## src/rtl/mem_bus_arbiter_pkg.sv

```systemverilog
// Shared definitions for the two-requester memory bus arbiter: FSM encoding,
// requester indices and small helper functions.
package mem_bus_arbiter_pkg;

  typedef enum logic [1:0] {
    ST_IDLE = 2'd0,
    ST_GNT0 = 2'd1,
    ST_GNT1 = 2'd2,
    ST_TURN = 2'd3
  } arb_state_e;

  localparam int REQ_IFETCH = 0;
  localparam int REQ_DATA   = 1;

  // Hold counter must reach MAX_HOLD; a zero limit still needs one bit.
  function automatic int hold_width(input int max_hold);
    int w;
    w = $clog2(max_hold + 1);
    if (w < 1) begin
      w = 1;
    end else begin
      w = w;
    end
    return w;
  endfunction

  function automatic logic [1:0] gnt_of_state(input arb_state_e s);
    logic [1:0] g;
    case (s)
      ST_GNT0: g = 2'b01;
      ST_GNT1: g = 2'b10;
      default: g = 2'b00;
    endcase
    return g;
  endfunction

endpackage

```

## src/rtl/mem_bus_arbiter_if.sv

```systemverilog
// Requester/bus bundle of the memory bus arbiter. The arbiter uses the slave
// modport; the requesters (or a bench) use the master modport.
interface mem_bus_arbiter_if #(
  parameter int ADDR_W = 8,
  parameter int DATA_W = 8
);
  logic [1:0]        req;
  logic [ADDR_W-1:0] addr0;
  logic [ADDR_W-1:0] addr1;
  logic [DATA_W-1:0] wdata0;
  logic [DATA_W-1:0] wdata1;
  logic              we0;
  logic              we1;
  logic [1:0]        gnt;
  logic              sel;
  logic [ADDR_W-1:0] bus_addr;
  logic [DATA_W-1:0] bus_wdata;
  logic              bus_we;

  modport master (
    output req, addr0, addr1, wdata0, wdata1, we0, we1,
    input  gnt, sel, bus_addr, bus_wdata, bus_we
  );

  modport slave (
    input  req, addr0, addr1, wdata0, wdata1, we0, we1,
    output gnt, sel, bus_addr, bus_wdata, bus_we
  );
endinterface

```

## src/rtl/mem_bus_arbiter_bus_mux2.sv

```systemverilog
// W-bit 2:1 bus multiplexer whose output is forced to zero while the bus is
// not granted, so nothing from an idle requester leaks downstream.
module bus_mux2 #(
  parameter int W = 8
) (
  input  logic         sel,
  input  logic         en,
  input  logic [W-1:0] a0,
  input  logic [W-1:0] a1,
  output logic [W-1:0] y
);

  // Gated select
  always_comb begin
    y = {W{1'b0}};
    if (en) begin
      if (sel) begin
        y = a1;
      end else begin
        y = a0;
      end
    end else begin
      y = {W{1'b0}};
    end
  end

endmodule

```

## src/rtl/mem_bus_arbiter.sv

```systemverilog
// Two-requester round-robin arbiter for the shared memory bus with bounded
// hold time and a one-cycle dead turnaround between owners.
module mem_bus_arbiter
  import mem_bus_arbiter_pkg::*;
#(
  parameter int ADDR_W   = 8,
  parameter int DATA_W   = 8,
  parameter int MAX_HOLD = 8
) (
  input  logic               clk,
  input  logic               rst_n,
  mem_bus_arbiter_if.slave   bus
);

  localparam int HOLD_W = hold_width(MAX_HOLD);
  localparam logic [HOLD_W-1:0] HOLD_LIM = HOLD_W'((MAX_HOLD > 0) ? (MAX_HOLD - 1) : 0);
  localparam logic [HOLD_W-1:0] HOLD_SAT = HOLD_W'(MAX_HOLD);
  localparam logic              PREEMPT_EN = (MAX_HOLD != 0);

  arb_state_e        state_q, state_d;
  logic [1:0]        gnt_q, gnt_d;
  logic              sel_q, sel_d;
  logic              last_q, last_d;
  logic [HOLD_W-1:0] hold_cnt_q, hold_cnt_d;

  logic enter_s;
  logic side_s;
  logic own_s;
  logic own_req_s;
  logic oth_req_s;
  logic preempt_s;

  assign preempt_s = PREEMPT_EN && (hold_cnt_q == HOLD_LIM);

  // Next-state, grant pointer and hold counter
  always_comb begin
    state_d    = state_q;
    last_d     = last_q;
    sel_d      = sel_q;
    hold_cnt_d = hold_cnt_q;
    enter_s    = 1'b0;
    side_s     = last_q;
    own_s      = (state_q == ST_GNT1);
    own_req_s  = bus.req[own_s];
    oth_req_s  = bus.req[~own_s];

    case (state_q)
      ST_IDLE: begin
        if (bus.req[REQ_IFETCH] && bus.req[REQ_DATA]) begin
          enter_s = 1'b1;
          side_s  = ~last_q;
        end else if (bus.req[REQ_IFETCH]) begin
          enter_s = 1'b1;
          side_s  = 1'b0;
        end else if (bus.req[REQ_DATA]) begin
          enter_s = 1'b1;
          side_s  = 1'b1;
        end else begin
          state_d = ST_IDLE;
        end
      end
      ST_GNT0, ST_GNT1: begin
        if (!own_req_s && !oth_req_s) begin
          state_d = ST_IDLE;
        end else if (!own_req_s) begin
          state_d = ST_TURN;
        end else if (oth_req_s && preempt_s) begin
          state_d = ST_TURN;
        end else begin
          state_d = state_q;
          if (hold_cnt_q != HOLD_SAT) begin
            hold_cnt_d = hold_cnt_q + HOLD_W'(1);
          end else begin
            hold_cnt_d = hold_cnt_q;
          end
        end
      end
      ST_TURN: begin
        // The side that did not own the bus last gets first pick.
        if (bus.req[~last_q]) begin
          enter_s = 1'b1;
          side_s  = ~last_q;
        end else if (bus.req[last_q]) begin
          enter_s = 1'b1;
          side_s  = last_q;
        end else begin
          state_d = ST_IDLE;
        end
      end
      default: begin
        state_d = ST_IDLE;
      end
    endcase

    if (enter_s) begin
      state_d    = side_s ? ST_GNT1 : ST_GNT0;
      last_d     = side_s;
      sel_d      = side_s;
      hold_cnt_d = {HOLD_W{1'b0}};
    end else begin
      sel_d = sel_q;
    end

    gnt_d = gnt_of_state(state_d);
  end

  // State and registered outputs
  always_ff @(posedge clk or negedge rst_n) begin
    if (!rst_n) begin
      state_q    <= ST_IDLE;
      gnt_q      <= 2'b00;
      sel_q      <= 1'b0;
      last_q     <= 1'b1;
      hold_cnt_q <= {HOLD_W{1'b0}};
    end else begin
      state_q    <= state_d;
      gnt_q      <= gnt_d;
      sel_q      <= sel_d;
      last_q     <= last_d;
      hold_cnt_q <= hold_cnt_d;
    end
  end

  assign bus.gnt = gnt_q;
  assign bus.sel = sel_q;

  bus_mux2 #(.W(ADDR_W)) u_mux_addr (
    .sel (sel_q),
    .en  (|gnt_q),
    .a0  (bus.addr0),
    .a1  (bus.addr1),
    .y   (bus.bus_addr)
  );

  bus_mux2 #(.W(DATA_W)) u_mux_wdata (
    .sel (sel_q),
    .en  (|gnt_q),
    .a0  (bus.wdata0),
    .a1  (bus.wdata1),
    .y   (bus.bus_wdata)
  );

  bus_mux2 #(.W(1)) u_mux_we (
    .sel (sel_q),
    .en  (|gnt_q),
    .a0  (bus.we0),
    .a1  (bus.we1),
    .y   (bus.bus_we)
  );

endmodule

```

## src/flat_wrapper.sv

```systemverilog
// flat-port wrapper written by rule: the top's interface ports become plain ports
module mem_bus_arbiter_flat import mem_bus_arbiter_pkg::*;
#(
  parameter int ADDR_W   = 8,
  parameter int DATA_W   = 8,
  parameter int MAX_HOLD = 8
)
  (clk, rst_n, bus_req, bus_addr0, bus_addr1, bus_wdata0, bus_wdata1, bus_we0, bus_we1, bus_gnt, bus_sel, bus_bus_addr, bus_bus_wdata, bus_bus_we);
  mem_bus_arbiter_if #(.ADDR_W(ADDR_W), .DATA_W(DATA_W)) bus_i ();
  input  logic clk;
  input  logic rst_n;
  input wire logic [$bits(bus_i.req)-1:0] bus_req;
  input wire logic [$bits(bus_i.addr0)-1:0] bus_addr0;
  input wire logic [$bits(bus_i.addr1)-1:0] bus_addr1;
  input wire logic [$bits(bus_i.wdata0)-1:0] bus_wdata0;
  input wire logic [$bits(bus_i.wdata1)-1:0] bus_wdata1;
  input wire logic [$bits(bus_i.we0)-1:0] bus_we0;
  input wire logic [$bits(bus_i.we1)-1:0] bus_we1;
  output wire logic [$bits(bus_i.gnt)-1:0] bus_gnt;
  output wire logic [$bits(bus_i.sel)-1:0] bus_sel;
  output wire logic [$bits(bus_i.bus_addr)-1:0] bus_bus_addr;
  output wire logic [$bits(bus_i.bus_wdata)-1:0] bus_bus_wdata;
  output wire logic [$bits(bus_i.bus_we)-1:0] bus_bus_we;
  assign bus_i.req = bus_req;
  assign bus_i.addr0 = bus_addr0;
  assign bus_i.addr1 = bus_addr1;
  assign bus_i.wdata0 = bus_wdata0;
  assign bus_i.wdata1 = bus_wdata1;
  assign bus_i.we0 = bus_we0;
  assign bus_i.we1 = bus_we1;
  assign bus_gnt = bus_i.gnt;
  assign bus_sel = bus_i.sel;
  assign bus_bus_addr = bus_i.bus_addr;
  assign bus_bus_wdata = bus_i.bus_wdata;
  assign bus_bus_we = bus_i.bus_we;
  mem_bus_arbiter #(.ADDR_W(ADDR_W), .DATA_W(DATA_W), .MAX_HOLD(MAX_HOLD)) u_core (.clk(clk), .rst_n(rst_n), .bus(bus_i));
endmodule
```

## config.mk

```make
export PLATFORM = sky130hd
export DESIGN_NAME = mem_bus_arbiter_flat
export DESIGN_NICKNAME = d
export VERILOG_FILES = /design/src/rtl/mem_bus_arbiter_pkg.sv /design/src/rtl/mem_bus_arbiter_if.sv /design/src/rtl/mem_bus_arbiter_bus_mux2.sv /design/src/rtl/mem_bus_arbiter.sv /design/src/flat_wrapper.sv
export SDC_FILE = /design/constraint.sdc
export NUM_CORES = 1
export LEC_CHECK = 0
export BUFFER_PORTS_ARGS = -buffer_cell sky130_fd_sc_hd__buf_4
export CAP_MARGIN = 20
export CORE_UTILIZATION = 37
export CTS_CLUSTER_SIZE = 28
export DETAILED_ROUTE_END_ITERATION = 8
export HOLD_SLACK_MARGIN = 0.06
export PLACE_DENSITY = 0.72
export SLEW_MARGIN = 20
export SYNTH_ARGS = -nofsm -noshare
export SYNTH_HDL_FRONTEND = slang
export SYNTH_SLANG_ARGS = --single-unit
```

## constraint.sdc

```tcl
create_clock -name clk -period 1.4 [get_ports clk]
set_input_delay 0.21 -clock clk [delete_from_list [all_inputs] [get_ports clk]]
set_output_delay 0.21 -clock clk [all_outputs]
set_load 0.02 [all_outputs]
```

## Word level (Yosys, flattened, before mapping)

Cells that the tools add are included.

| storage, ports and cells | value |
|---|---|
| register bits | 10 |
| word-level logic and storage cells | 76 |
| output and inout bits | 20 |
| input bits | 38 |

| cells by class | value |
|---|---|
| add/sub/neg operators | 1 |
| reductions and logical operators | 12 |
| equal/unequal tests | 9 |
| bitwise gates (word level) | 2 |
| multiplexer cells | 43 |
| order comparisons | 4 |

Operators by type and width:

| kind | count |
|---|---|
| 8-bit 2-to-1 mux | 4 |
| 4-bit 2-to-1 mux | 6 |
| 2-bit 2-to-1 mux | 10 |
| 1-bit 2-to-1 mux | 19 |
| 1-bit by 2-bit < comparator with 1-bit output, second input constant | 4 |
| 2-bit equality test, second input constant | 3 |
| 2-bit case mux with 3 select lines | 1 |
| 2-bit nonzero test | 3 |
| 5-bit AND reduction | 1 |
| 4-bit by 1-bit adder with 4-bit output, second input constant | 1 |
| 2-bit by 1-bit equality test with 1-bit output, second input constant | 2 |
| 4-bit by 3-bit equality test with 1-bit output, second input constant | 1 |
| 2-bit by 1-bit inequality test with 1-bit output, second input constant | 2 |
| 4-bit inequality test, second input constant | 1 |
| 1-bit case mux with 2 select lines | 2 |
| 2-bit case mux with 2 select lines | 1 |
| 2-bit OR reduction | 2 |
| 1-bit logical AND | 3 |
| 1-bit zero test | 2 |
| 2-bit zero test | 1 |
| 1-bit inverter | 2 |

## Logic depth before layout (Yosys ltp)

Gate-level depths: netlist of run 1.

| logic depth | value |
|---|---|
| word-level depth | 12 |
| mapped depth | 6 |
| mapped depth without buffers | 6 |

## Hierarchy

A second synthesis of run 1 with hierarchy kept.

| second synthesis, totals | value |
|---|---|
| cell total of the unflattened synthesis | 96 |
| area total of the unflattened synthesis | 880.8 sq um |

Modules (own cells, without submodules):

| module | cells an instance | seq. area each (sq um) | instances | area each (sq um) |
|---|---|---|---|---|
| mem_bus_arbiter | 60 | 251.5 | 1 | 581.8 |
| bus_mux2 (u_core.u_mux_addr ...) | 17 | 0.0 | 2 | 141.4 |
| bus_mux2 (u_core.u_mux_we) | 2 | 0.0 | 1 | 16.3 |

## Least setup slack after synthesis of run 1

Ideal clock, no wire load.

| path | value |
|---|---|
| path type | reg2reg |
| start | reg u_core.state_q[0] |
| end | reg u_core.hold_cnt_q[0] |
| data arrival time | 1405 ps |
| required time | 1271 ps |
| period minus slack after synthesis | 1534 ps |
| slack | -134 ps |
| path buffers | 0 |
| library setup time | 129 ps |
| cell stages (with the launch flop) | 7 |
| path through | dfrtp_1 inv_1 ha_1 o21ba_2 o21ai_0 o211ai_1 o31ai_1 |

| on the way | value |
|---|---|
| cells in the longest elaborated chain, start to end | 7 |
| elaborated cells on any way between the ends | 21 |
| those cells by class | eq/ne: 5; mux: 6; reduce/logical: 10 |

RTL lines:

| item | RTL line | text |
|---|---|---|
| from (decl) | mem_bus_arbiter.sv:20 | `arb_state_e state_q, state_d;` |
| from (signal assigned) | mem_bus_arbiter.sv:116 | `state_q <= state_d;` |
| 2-bit equality test | mem_bus_arbiter.sv:43, mem_bus_arbiter.sv:47 |  |
| 1-bit 2-to-1 mux, on equally long branches (2 in a row) | mem_bus_arbiter.sv:44, mem_bus_arbiter.sv:45 |  |
| 1-bit zero test | mem_bus_arbiter.sv:63 | `if (!own_req_s && !oth_req_s) begin` |
| 1-bit logical AND | mem_bus_arbiter.sv:63 |  |
| 2-bit by 1-bit inequality test with 1-bit output (no line) | - |  |
| 5-bit AND reduction (no line) | - |  |
| to (signal assigned) | mem_bus_arbiter.sv:114 | `hold_cnt_q <= {HOLD_W{1'b0}};` |
| to (signal assigned) | mem_bus_arbiter.sv:120 | `hold_cnt_q <= hold_cnt_d;` |
| to (decl) | mem_bus_arbiter.sv:24 | `logic [HOLD_W-1:0] hold_cnt_q, hold_cnt_d;` |

Parallel ways exist; a longest one is shown, timed or not. The select of a mux whose other input is x is not followed.
A chain may end at the register's enable or synchronous reset.

## Final worst setup path of run 1

| path | value |
|---|---|
| start | reg u_core.state_q[0] |
| end | reg u_core.gnt_q[0], in the netlist u_core.bus.gnt[0] |

| on the way | value |
|---|---|
| cells in the longest elaborated chain, start to end | 11 |
| elaborated cells on any way between the ends | 29 |
| those cells by class | eq/ne: 5; mux: 18; reduce/logical: 6 |

RTL lines:

| item | RTL line | text |
|---|---|---|
| 2-bit equality test | mem_bus_arbiter.sv:43, mem_bus_arbiter.sv:47 |  |
| 1-bit 2-to-1 mux (implied by the code) (2 in a row) | mem_bus_arbiter.sv:45 | `oth_req_s = bus.req[~own_s];` |
| 1-bit logical AND | mem_bus_arbiter.sv:67 | `end else if (oth_req_s && preempt_s) begin` |
| 2-bit 2-to-1 mux | mem_bus_arbiter.sv:67 |  |
| 2-bit 2-to-1 mux | mem_bus_arbiter.sv:65 | `end else if (!own_req_s) begin` |
| 2-bit 2-to-1 mux | mem_bus_arbiter.sv:63 |  |
| 2-bit case mux with 3 select lines | mem_bus_arbiter.sv:47 | `case (state_q)` |
| 2-bit 2-to-1 mux * | mem_bus_arbiter.sv:95 | `if (enter_s) begin` |
| 2-bit equality test or 2-bit by 1-bit equality test with 1-bit output (tied branches) | mem_bus_arbiter_pkg.sv:29 | `case (s)` |
| 2-bit case mux with 2 select lines * | mem_bus_arbiter_pkg.sv:29 |  |
| named net u_core.gnt_d[0] | mem_bus_arbiter.sv:21 | `logic [1:0] gnt_q, gnt_d;` |
| to (signal assigned) | mem_bus_arbiter.sv:117 | `gnt_q <= gnt_d;` |
| to (decl) | mem_bus_arbiter.sv:21 |  |

The timed path passes the listed nets; every way through them passes the cells marked *. The select of a mux whose other input is x is not followed.

==> flow_summary.json, run 1 <==
{
  "status": "finished, violations left",
  "violations": "negative setup slack",
  "synth_top_family_by_area": "multiplexers",
  "antenna_found_initial": 0,
  "clk_latency_ns": 0.26,
  "synth_area_per_cell_um2": 8.54,
  "maxSlewViolCount": 0,
  "diodes": 0,
  "antenna_left": 0,
  "irDropWorstVdd_v": 0.00155,
  "dpl.hpwl_um": 2010,
  "relSlewSlack_pct": 83.4,
  "vias": 1006,
  "drive_above_1_share_pct": 64.2,
  "initialDrtViolationCount": 12,
  "synth_edf_count": 0,
  "skew_ns": 0.00208,
  "die_w_um": 50.3,
  "period_share_pct": 109,
  "synth-simple-area-share_pct": 20.3,
  "area_growth_pct": 95.8,
  "synth_cell_types": 28,
  "rsz0062_at_grt": "yes",
  "r2r_cells": 6,
  "synth_compound_area_share_pct": 14.4,
  "max_cap_viol_count": 0,
  "yosys.cell_count.top_type": "nor2_1",
  "finalNonFillerCells": 201,
  "cts_sinks": 10,
  "grt_use_total_pct": 22.0,
  "synthMuxAreaShare_pct": 23.7,
  "power.density_mw_per_mm2": 2180,
  "r2r_end": "u_core.bus.gnt[0]",
  "cts.path.max_buffers": 2,
  "synth_top_area_share_pct": 26.1,
  "port_buffers": 57,
  "synth-xor-area-share_pct": 0,
  "period_needed_ns": 1.53,
  "min_to": "u_core.state_q[1]",
  "p_leak_nw": 0.813,
  "reg2reg_from": "u_core.state_q[0]",
  "ys.flop_type": "dfrtp_1",
  "cts_tree": "yes",
  "ys_seq_area_share_pct": 29.2,
  "hp-start": "bus_req[1]",
  "io_pins": 58,
  "hold_violations": 0,
  "worstPathRequired_ns": 1.55,
  "crit_type": "flop to flop",
  "grt_max_degree": 18,
  "fin_total_pwr_mw": 3.67,
  "clock-root-buffer": "clkbuf_4",
  "dieArea_mm2": 0.00253,
  "final_util_pct": 76.3,
  "die_h_um": 50.3,
  "synthCells": 101,
  "worstSetupStartpointType": "flop",
  "hold_path_class": "primary input to flop",
  "core-area_mm2": 0.00221,
  "place.gp.congestion": 0.882,
  "htreeDepth": 1,
  "synth_seq_cells": 10,
  "end_kind": "flop",
  "worstMarginPinSlew_ns": 0.249,
  "crit_fanout": 3,
  "dp_cells": 191,
  "synth.area.top_cells": "dfrtp_1 (26%), mux2i_1 (22%), nor2_1 (8.7%), ha_1 (7.3%), nand2_1 (4.4%)",
  "layout_setup_ws_ns": -0.131,
  "cp.arrival_ns": 1.68,
  "yosys.area.top_type": "dfrtp_1",
  "synthTopCellsByCount": "nor2_1 (20), mux2i_1 (19), nand2_1 (10)",
  "nets": 217,
  "via_per_inst": 5.00,
  "routed_wl_um": 2860,
  "grt_pass1_wl_um": 4260,
  "grt-ovfl-total": 0,
  "synthArstFlopShare_pct": 100,
  "grt_pass1_vias": 989,
  "synth_fa_ha_area_share_pct": 7.26,
  "synthesis.area_um2": 862,
  "wl_per_cell_um": 14.2,
  "synth_warnings": 0,
  "fmax_mhz": 653,
  "cts_buffers": 3,
  "clkSlewWorstSetupHoldPaths_ns": 0.06,
  "hold_path_depth": 3,
  "synth_nets": 144,
  "r2r_slack_ns": -0.13,
  "start_util_pct": 39.0,
  "setup_viol": 25,
  "rows": 17,
  "drc": 0,
  "first_pass_iters": 4
}
## timing repair
| item | CTS | global route |
|---|---|---|
| pin swaps | 2 | 7 |
| hold buffers | 1 | 0 |
| setup endpoints to repair | 27 | 27 |
| endpoints found under the hold margin | 10 | 0 |
| gates resized for setup | 17 | 16 |
| buffers inserted | 4 | 0 |
| gates cloned | 0 | 1 |
## cells in the final DEF (no fill, tap or decap), types with 2 or more instances in the layout
| master | instances |
|---|---|
| buf_4 | 58 |
| mux2i_1 | 12 |
| buf_6 | 11 |
| nor2_2 | 10 |
| nor2_1 | 10 |
| nand2_1 | 10 |
| dfrtp_1 | 7 |
| mux2i_2 | 6 |
| inv_1 | 3 |
| o211ai_1 | 3 |
| clkbuf_4 | 3 |
| mux2i_4 | 2 |
| inv_2 | 2 |
| o21ai_0 | 2 |
| and2_1 | 2 |
| and3_1 | 2 |
| o31ai_1 | 2 |
| ha_2 | 2 |
| ha_4 | 2 |
| buf_12 | 2 |
| dfrtp_2 | 2 |
## kinds of logic (layout without fill, tap and decap cells)
logic type      after synthesis  in the layout
compound gates               16             16
fa+ha+maj                     5              5
buf+inv                      10             82
flops                        10             10
mux                          20             20
simple gates                 40             40
## how the worst max path moves through the flow
stage                          from                    to  slack, ns  cells after the start
3_3_place_gp      u_core.state_q[0]     u_core.bus.gnt[0]      -0.12                      6
3_5_place_dp      u_core.state_q[1]  u_core.hold_cnt_q[3]      -0.16                      6
5_1_grt              u_core.bus.sel      bus_bus_wdata[2]      -0.19                      4
2_1_floorplan     u_core.state_q[0]     u_core.bus.gnt[0]      -0.06                      6
6_report          u_core.state_q[0]     u_core.bus.gnt[0]      -0.13                      6
4_1_cts        u_core.hold_cnt_q[0]  u_core.hold_cnt_q[0]       -0.1                      5
## per-layer routing
layer	vias to the layer above	global-route usage, %	share of wire (%)
met2	48	40.2	49
met4	0	5.24	1.3
li1	501	-	-
met5	-	0	0
met1	453	24.1	41
met3	4	7.27	9.4
## critical path, stage by stage (launching register included)
cell	delay [ns]
dfrtp_1	0.40
inv_2	0.12
ha_4	0.16
mux2i_4	0.27
a311oi_2	0.06
a211o_1	0.27
and3_1	0.15
## power breakdown
part | internal [mW] | switching, mW | leakage (nW) | total, mW
registers | 0.431 | 0.123 | 0.124 | 0.555
clock network | 0.158 | 0.0962 | 0.0210 | 0.254
logic | 1.51 | 1.36 | 0.668 | 2.86
total | 2.10 | 1.58 | 0.813 | 3.67
## final cells by class
type / count / area [um^2]
clock buffer: 4 / 36.3
fill: 138 / 524
timing repair buffer: 73 / 634
tap: 28 / 35.0
inverter: 5 / 18.8
sequential: 10 / 254
multi-input combinational: 81 / 709
## metrics by stage
step / setup slack (ns) / TNS [ns] / area, um^2 / hold slack (ns)
2_1_floorplan: -0.0572 / -0.119 / 918 / -0.0856
3_3_place_gp: -0.122 / -0.677 / 1450 / 0.0439
3_5_place_dp: -0.162 / -1.01 / 1450 / 0.0459
4_1_cts: -0.0973 / -1.35 / 1590 / 0.305
5_1_grt: -0.193 / -3.51 / 1690 / 0.301
6_report: -0.131 / -1.90 / 1690 / 0.292
## sequential cells by signal, summed over array words and instances, names as in the netlist
name / count
u_core.bus.gnt: 2
u_core.hold_cnt_q: 4
u_core.state_q: 2
u_core.last_q: 1
u_core.bus.sel: 1
No activity file was read; power rests on OpenSTA's default activity.
==> inputs of run 2 (changes only) <==
- CORE_ASPECT_RATIO: not set -> 2
- CORE_UTILIZATION: 37 -> 29
- PLACE_DENSITY: 0.72 -> 0.58
==> run 2 against run 1 <==
The run still ends with negative setup slack left. Sequential share of layout area grew 0.26 points. First-iteration DRC count grew 67%. Critical path depth stayed put. Wire length grew 9.5%. Register-to-register slack about the same. Fmax shrank 0.17%. Utilization decreased by 16 points. Critical path type unchanged. Critical endpoint unchanged. Highest routed layer unchanged.
==> flow_summary.json, run 2 (synthesis gave the netlist of run 1 again) <==
{
  "relSlewSlack_pct": 79.7,
  "grt_use_total_pct": 20.5,
  "period_share_pct": 110,
  "worstMarginPinSlew_ns": 0.305,
  "fmax_mhz": 652,
  "drc": 0,
  "drive_above_1_share_pct": 61.7,
  "hold_path_class": "primary input to flop",
  "wl_per_cell_um": 15.4,
  "die_w_um": 40.6,
  "cts.path.max_buffers": 2,
  "hold_violations": 0,
  "routed_wl_um": 3130,
  "worstPathRequired_ns": 1.53,
  "crit_type": "flop to flop",
  "r2r_end": "u_core.bus.gnt[0]",
  "p_leak_nw": 0.823,
  "antenna_left": 0,
  "grt_max_degree": 19,
  "end_kind": "flop",
  "htreeDepth": 1,
  "placed_area_mm2": 0.00146,
  "skew_ns": 0.000720,
  "diodes": 0,
  "area_growth_pct": 92.5,
  "final_util_pct": 59.9,
  "layout_setup_ws_ns": -0.134,
  "place.gp.congestion": 0.819,
  "nets": 219,
  "final_common_cell": "buf_4",
  "r2r_cells": 6,
  "io_pins": 58,
  "port_buffers": 57,
  "hold_path_depth": 3,
  "vias": 1036,
  "dieArea_mm2": 0.00321,
  "clk_latency_ns": 0.24,
  "violations": "negative setup slack",
  "fin_area_mm2": 0.00166,
  "setup_tns_ns": -1.62,
  "status": "finished, violations left",
  "final_cell_mix": "buf_4 (62), mux2i_1 (15)",
  "worstSetupStartpointType": "flop",
  "crit_fanout": 3,
  "grt_pass1_wl_um": 4580,
  "rows": 27,
  "grt-ovfl-total": 0,
  "min_to": "u_core.last_q",
  "cts_tree": "yes",
  "initialDrtViolationCount": 20,
  "setup_viol": 26,
  "power.density_mw_per_mm2": 2230,
  "reg2reg_from": "u_core.state_q[0]",
  "core-area_mm2": 0.00277,
  "clkSlewWorstSetupHoldPaths_ns": 0.05,
  "fin_total_pwr_mw": 3.70,
  "cts_sinks": 10,
  "regMostFlops": "u_core.hold_cnt_q",
  "dpl.hpwl_um": 2460,
  "start_util_pct": 31.1,
  "clock-root-buffer": "clkbuf_8",
  "largest_reg_flops": 4,
  "die_h_um": 79.1,
  "r2r_slack_ns": -0.13,
  "hp-start": "bus_req[1]",
  "cts_buffers": 3,
  "first_pass_iters": 4,
  "maxSlewViolCount": 0,
  "max_cap_viol_count": 0,
  "antenna_found_initial": 0,
  "via_per_inst": 5.08,
  "cp.arrival_ns": 1.66,
  "irDropWorstVdd_v": 0.00136,
  "rsz0062_at_grt": "yes",
  "grt_pass1_vias": 1086,
  "period_needed_ns": 1.53
}
run 2: worst max-delay path by stage:
stage                            startpoint  cells after the start              endpoint  slack [ns]
after floorplan           u_core.state_q[0]                      6     u_core.bus.gnt[0]       -0.06
final                     u_core.state_q[0]                      6     u_core.bus.gnt[0]       -0.13
after CTS                 u_core.state_q[0]                      6     u_core.bus.gnt[0]       -0.12
after detailed placement  u_core.state_q[1]                      6  u_core.hold_cnt_q[0]       -0.27
after global placement    u_core.state_q[1]                      6  u_core.hold_cnt_q[0]       -0.24
after global routing      u_core.state_q[0]                      6  u_core.hold_cnt_q[2]       -0.17
run 2: critical path, cell delays in order, from the launching register on:
cell,delay (ns)
dfrtp_1,0.39
inv_2,0.12
ha_4,0.16
mux2i_4,0.25
a311oi_1,0.07
a211o_1,0.27
and3_1,0.16
run 2: per-layer routing:
metal | vias up | GRT usage, % | share of wire (%)
li1 | 503 | - | -
met1 | 481 | 16.5 | 29
met2 | 46 | 42.1 | 62
met3 | 6 | 1.96 | 6.2
met4 | 0 | 8.00 | 2.6
met5 | - | 0 | 0
run 2: where the power goes:
part | internal, mW | switching, mW | leakage, nW
Sequential | 0.432 | 0.115 | 0.124
Clock | 0.247 | 0.117 | 0.0288
Combinational | 1.42 | 1.37 | 0.671
run 2: metrics by stage:
step,cells,hold slack [ns],setup slack (ns)
after CTS,201,0.289,-0.123
after global routing,204,0.329,-0.174
after global placement,195,0.0451,-0.240
after floorplan,101,-0.0856,-0.0572
final,204,0.300,-0.134
after detailed placement,195,0.0461,-0.266
run 2: area by class of cell:
class,count,area [um^2]
clock buffers,4,55.1
fillers,260,1110
inverters,5,18.8
multi-input cells,81,662
flip-flops and latches,10,254
well taps,29,36.3
repair buffers,75,633
run 2: repair_timing:
item | CTS | global route
pin swaps | 7 | 4
endpoints found under the setup margin | 27 | 26
endpoints found under the hold margin | 10 | 0
cloned | 0 | 2
setup buffers | 1 | 1
resized for setup | 19 | 5
hold buffers | 1 | 0
==> inputs of run 3 (changes only) <==
- SETUP_SLACK_MARGIN: not set -> 0.4
==> run 3 against run 2 <==
The flow still finishes with violations (negative setup slack). First-iteration DRC count is the same. Clock power is essentially flat. Clock-buffer cell count is the same. Final cell count shrank 0.98%. Global-route usage shrank 0.80 points. Register-to-register slack gained 0.05 ns. Sequential share of layout area shrank 0.83 points. Final area grew 6.3%. Wire length grew 0.99%.
==> flow_summary.json, run 3 (synthesis gave the netlist of run 1 again) <==
{
  "status": "finished, violations left",
  "violations": "negative setup slack",
  "grt_pass1_wl_um": 4400,
  "skew_ns": 0.00594,
  "dieArea_mm2": 0.00321,
  "crit_fanout": 9,
  "power.share.sequential_pct": 13.9,
  "relSlewSlack_pct": 82.9,
  "crit_type": "flop to output pin",
  "rsz0062_at_grt": "yes",
  "crit_start": "u_core.bus.sel",
  "cts_buffers": 3,
  "dp_cells": 194,
  "wl_per_cell_um": 15.7,
  "p_leak_nw": 0.822,
  "finalNonFillerCells": 202,
  "p_int_mw": 2.26,
  "regMostFlops": "u_core.hold_cnt_q",
  "reg2reg_from": "u_core.state_q[0]",
  "start_util_pct": 31.1,
  "grt-ovfl-total": 0,
  "grt_use_total_pct": 19.7,
  "grt_pass1_vias": 1099,
  "grt_max_degree": 19,
  "final_common_cell": "buf_4",
  "final_cell_mix": "buf_4 (52), nor2_2 (17), buf_6 (17), nand2_1 (10), mux2i_1 (9)",
  "hold_path_class": "primary input to flop",
  "drive_above_1_share_pct": 69.9,
  "io_pins": 58,
  "hp-start": "bus_req[1]",
  "place.gp.congestion": 0.823,
  "cp.arrival_ns": 1.27,
  "period_share_pct": 106,
  "die_h_um": 79.1,
  "swShare_pct": 42.6,
  "worstMarginPinSlew_ns": 0.257,
  "area_growth_pct": 104,
  "dpl.hpwl_um": 2490,
  "core-area_mm2": 0.00277,
  "period_needed_ns": 1.48,
  "first_pass_iters": 4,
  "max_cap_viol_count": 0,
  "diodes": 0,
  "largest_reg_flops": 4,
  "antenna_found_initial": 0,
  "worstSetupStartpointType": "flop",
  "via_per_inst": 5.10,
  "drc": 0,
  "end_kind": "output pin",
  "clk_latency_ns": 0.24,
  "htreeDepth": 1,
  "die_w_um": 40.6,
  "netSwitchingPower_mw": 1.67,
  "nets": 217,
  "power.density_mw_per_mm2": 2230,
  "setup_tns_ns": -1.42,
  "final_util_pct": 63.6,
  "cts.path.max_buffers": 2,
  "port_buffers": 57,
  "fmax_mhz": 676,
  "irDropWorstVdd_v": 0.00138,
  "initialDrtViolationCount": 20,
  "clkSlewWorstSetupHoldPaths_ns": 0.05,
  "pwr-share-comb_pct": 76.8,
  "rows": 27,
  "layout_setup_ws_ns": -0.0799,
  "cts_sinks": 10,
  "cts_tree": "yes",
  "vias": 1031,
  "setup_viol": 25,
  "pwr-share-clk_pct": 9.3,
  "hold_violations": 0,
  "routed_wl_um": 3170,
  "antenna_left": 0,
  "clock-root-buffer": "clkbuf_8",
  "maxSlewViolCount": 0,
  "worstPathRequired_ns": 1.19
}
==> run 3: critical path, stage by stage, from the launching register on <==
cell and delay [ns]:
dfrtp_2 0.45, buf_12 0.17, mux2i_4 0.18, nor2_2 0.11, buf_6 0.13
==> run 3: repair_timing <==
| item | in CTS | in global routing |
|---|---|---|
| hold buffers | 1 | 0 |
| gates resized for setup | 20 | 14 |
| setup buffers | 2 | 0 |
| hold endpoints to repair | 10 | 0 |
| endpoints found under the setup margin | 30 | 30 |
| cloned | 0 | 1 |
| pin swaps | 7 | 2 |
==> run 3: routing by layer <==
layer  share of wire [%]  track usage [%]  up-vias
li1                    -                -      500
met1                  29             13.9      483
met2                  64             42.5       43
met3                 5.7             1.96        5
met4                 1.3             6.67        0
met5                   0                0        -
==> run 3: stage by stage <==
| step | cell area, um^2 | setup slack [ns] | hold WS, ns | total power [mW] |
|---|---|---|---|---|
| finish | 1760 | -0.0799 | 0.314 | 3.94 |
| global route | 1760 | -0.144 | 0.322 | 4.17 |
| CTS | 1670 | -0.0818 | 0.305 | 3.74 |
| detailed placement | 1520 | -0.103 | 0.0479 | 3.16 |
| global placement | 1520 | -0.0854 | 0.0487 | 3.12 |
| floorplan | 982 | -0.0522 | -0.0856 | 2.21 |
==> run 3: path summary, 6_finish.rpt <==
check	end	slack [ns]	cells past startpoint
setup / recovery	bus_bus_wdata[0]	-0.08	4
setup reg to reg	u_core.bus.gnt[0]	-0.08	6
min in group asynchronous	u_core.state_q[0]	0.35	2
max in group asynchronous	u_core.last_q	0.82	2
hold reg to reg	u_core.last_q	0.47	2
hold / removal	u_core.state_q[1]	0.31	3
==> run 3: final cells by class <==
class	instances	area (um^2)
Fill cell	251	1010
Timing Repair Buffer	73	657
Multi-Input combinational cell	81	741
Clock buffer	4	55.1
Tap cell	29	36.3
Inverter	5	18.8
Sequential cell	10	255
==> run 3: power groups by stage <==
stage	sequential (mW)	clock [mW]	combinational [mW]
finish	0.547	0.367	3.02
global route	0.555	0.389	3.23
CTS	0.535	0.373	2.83
detailed placement	0.538	0	2.62
global placement	0.538	0	2.58
floorplan	0.581	0	1.63
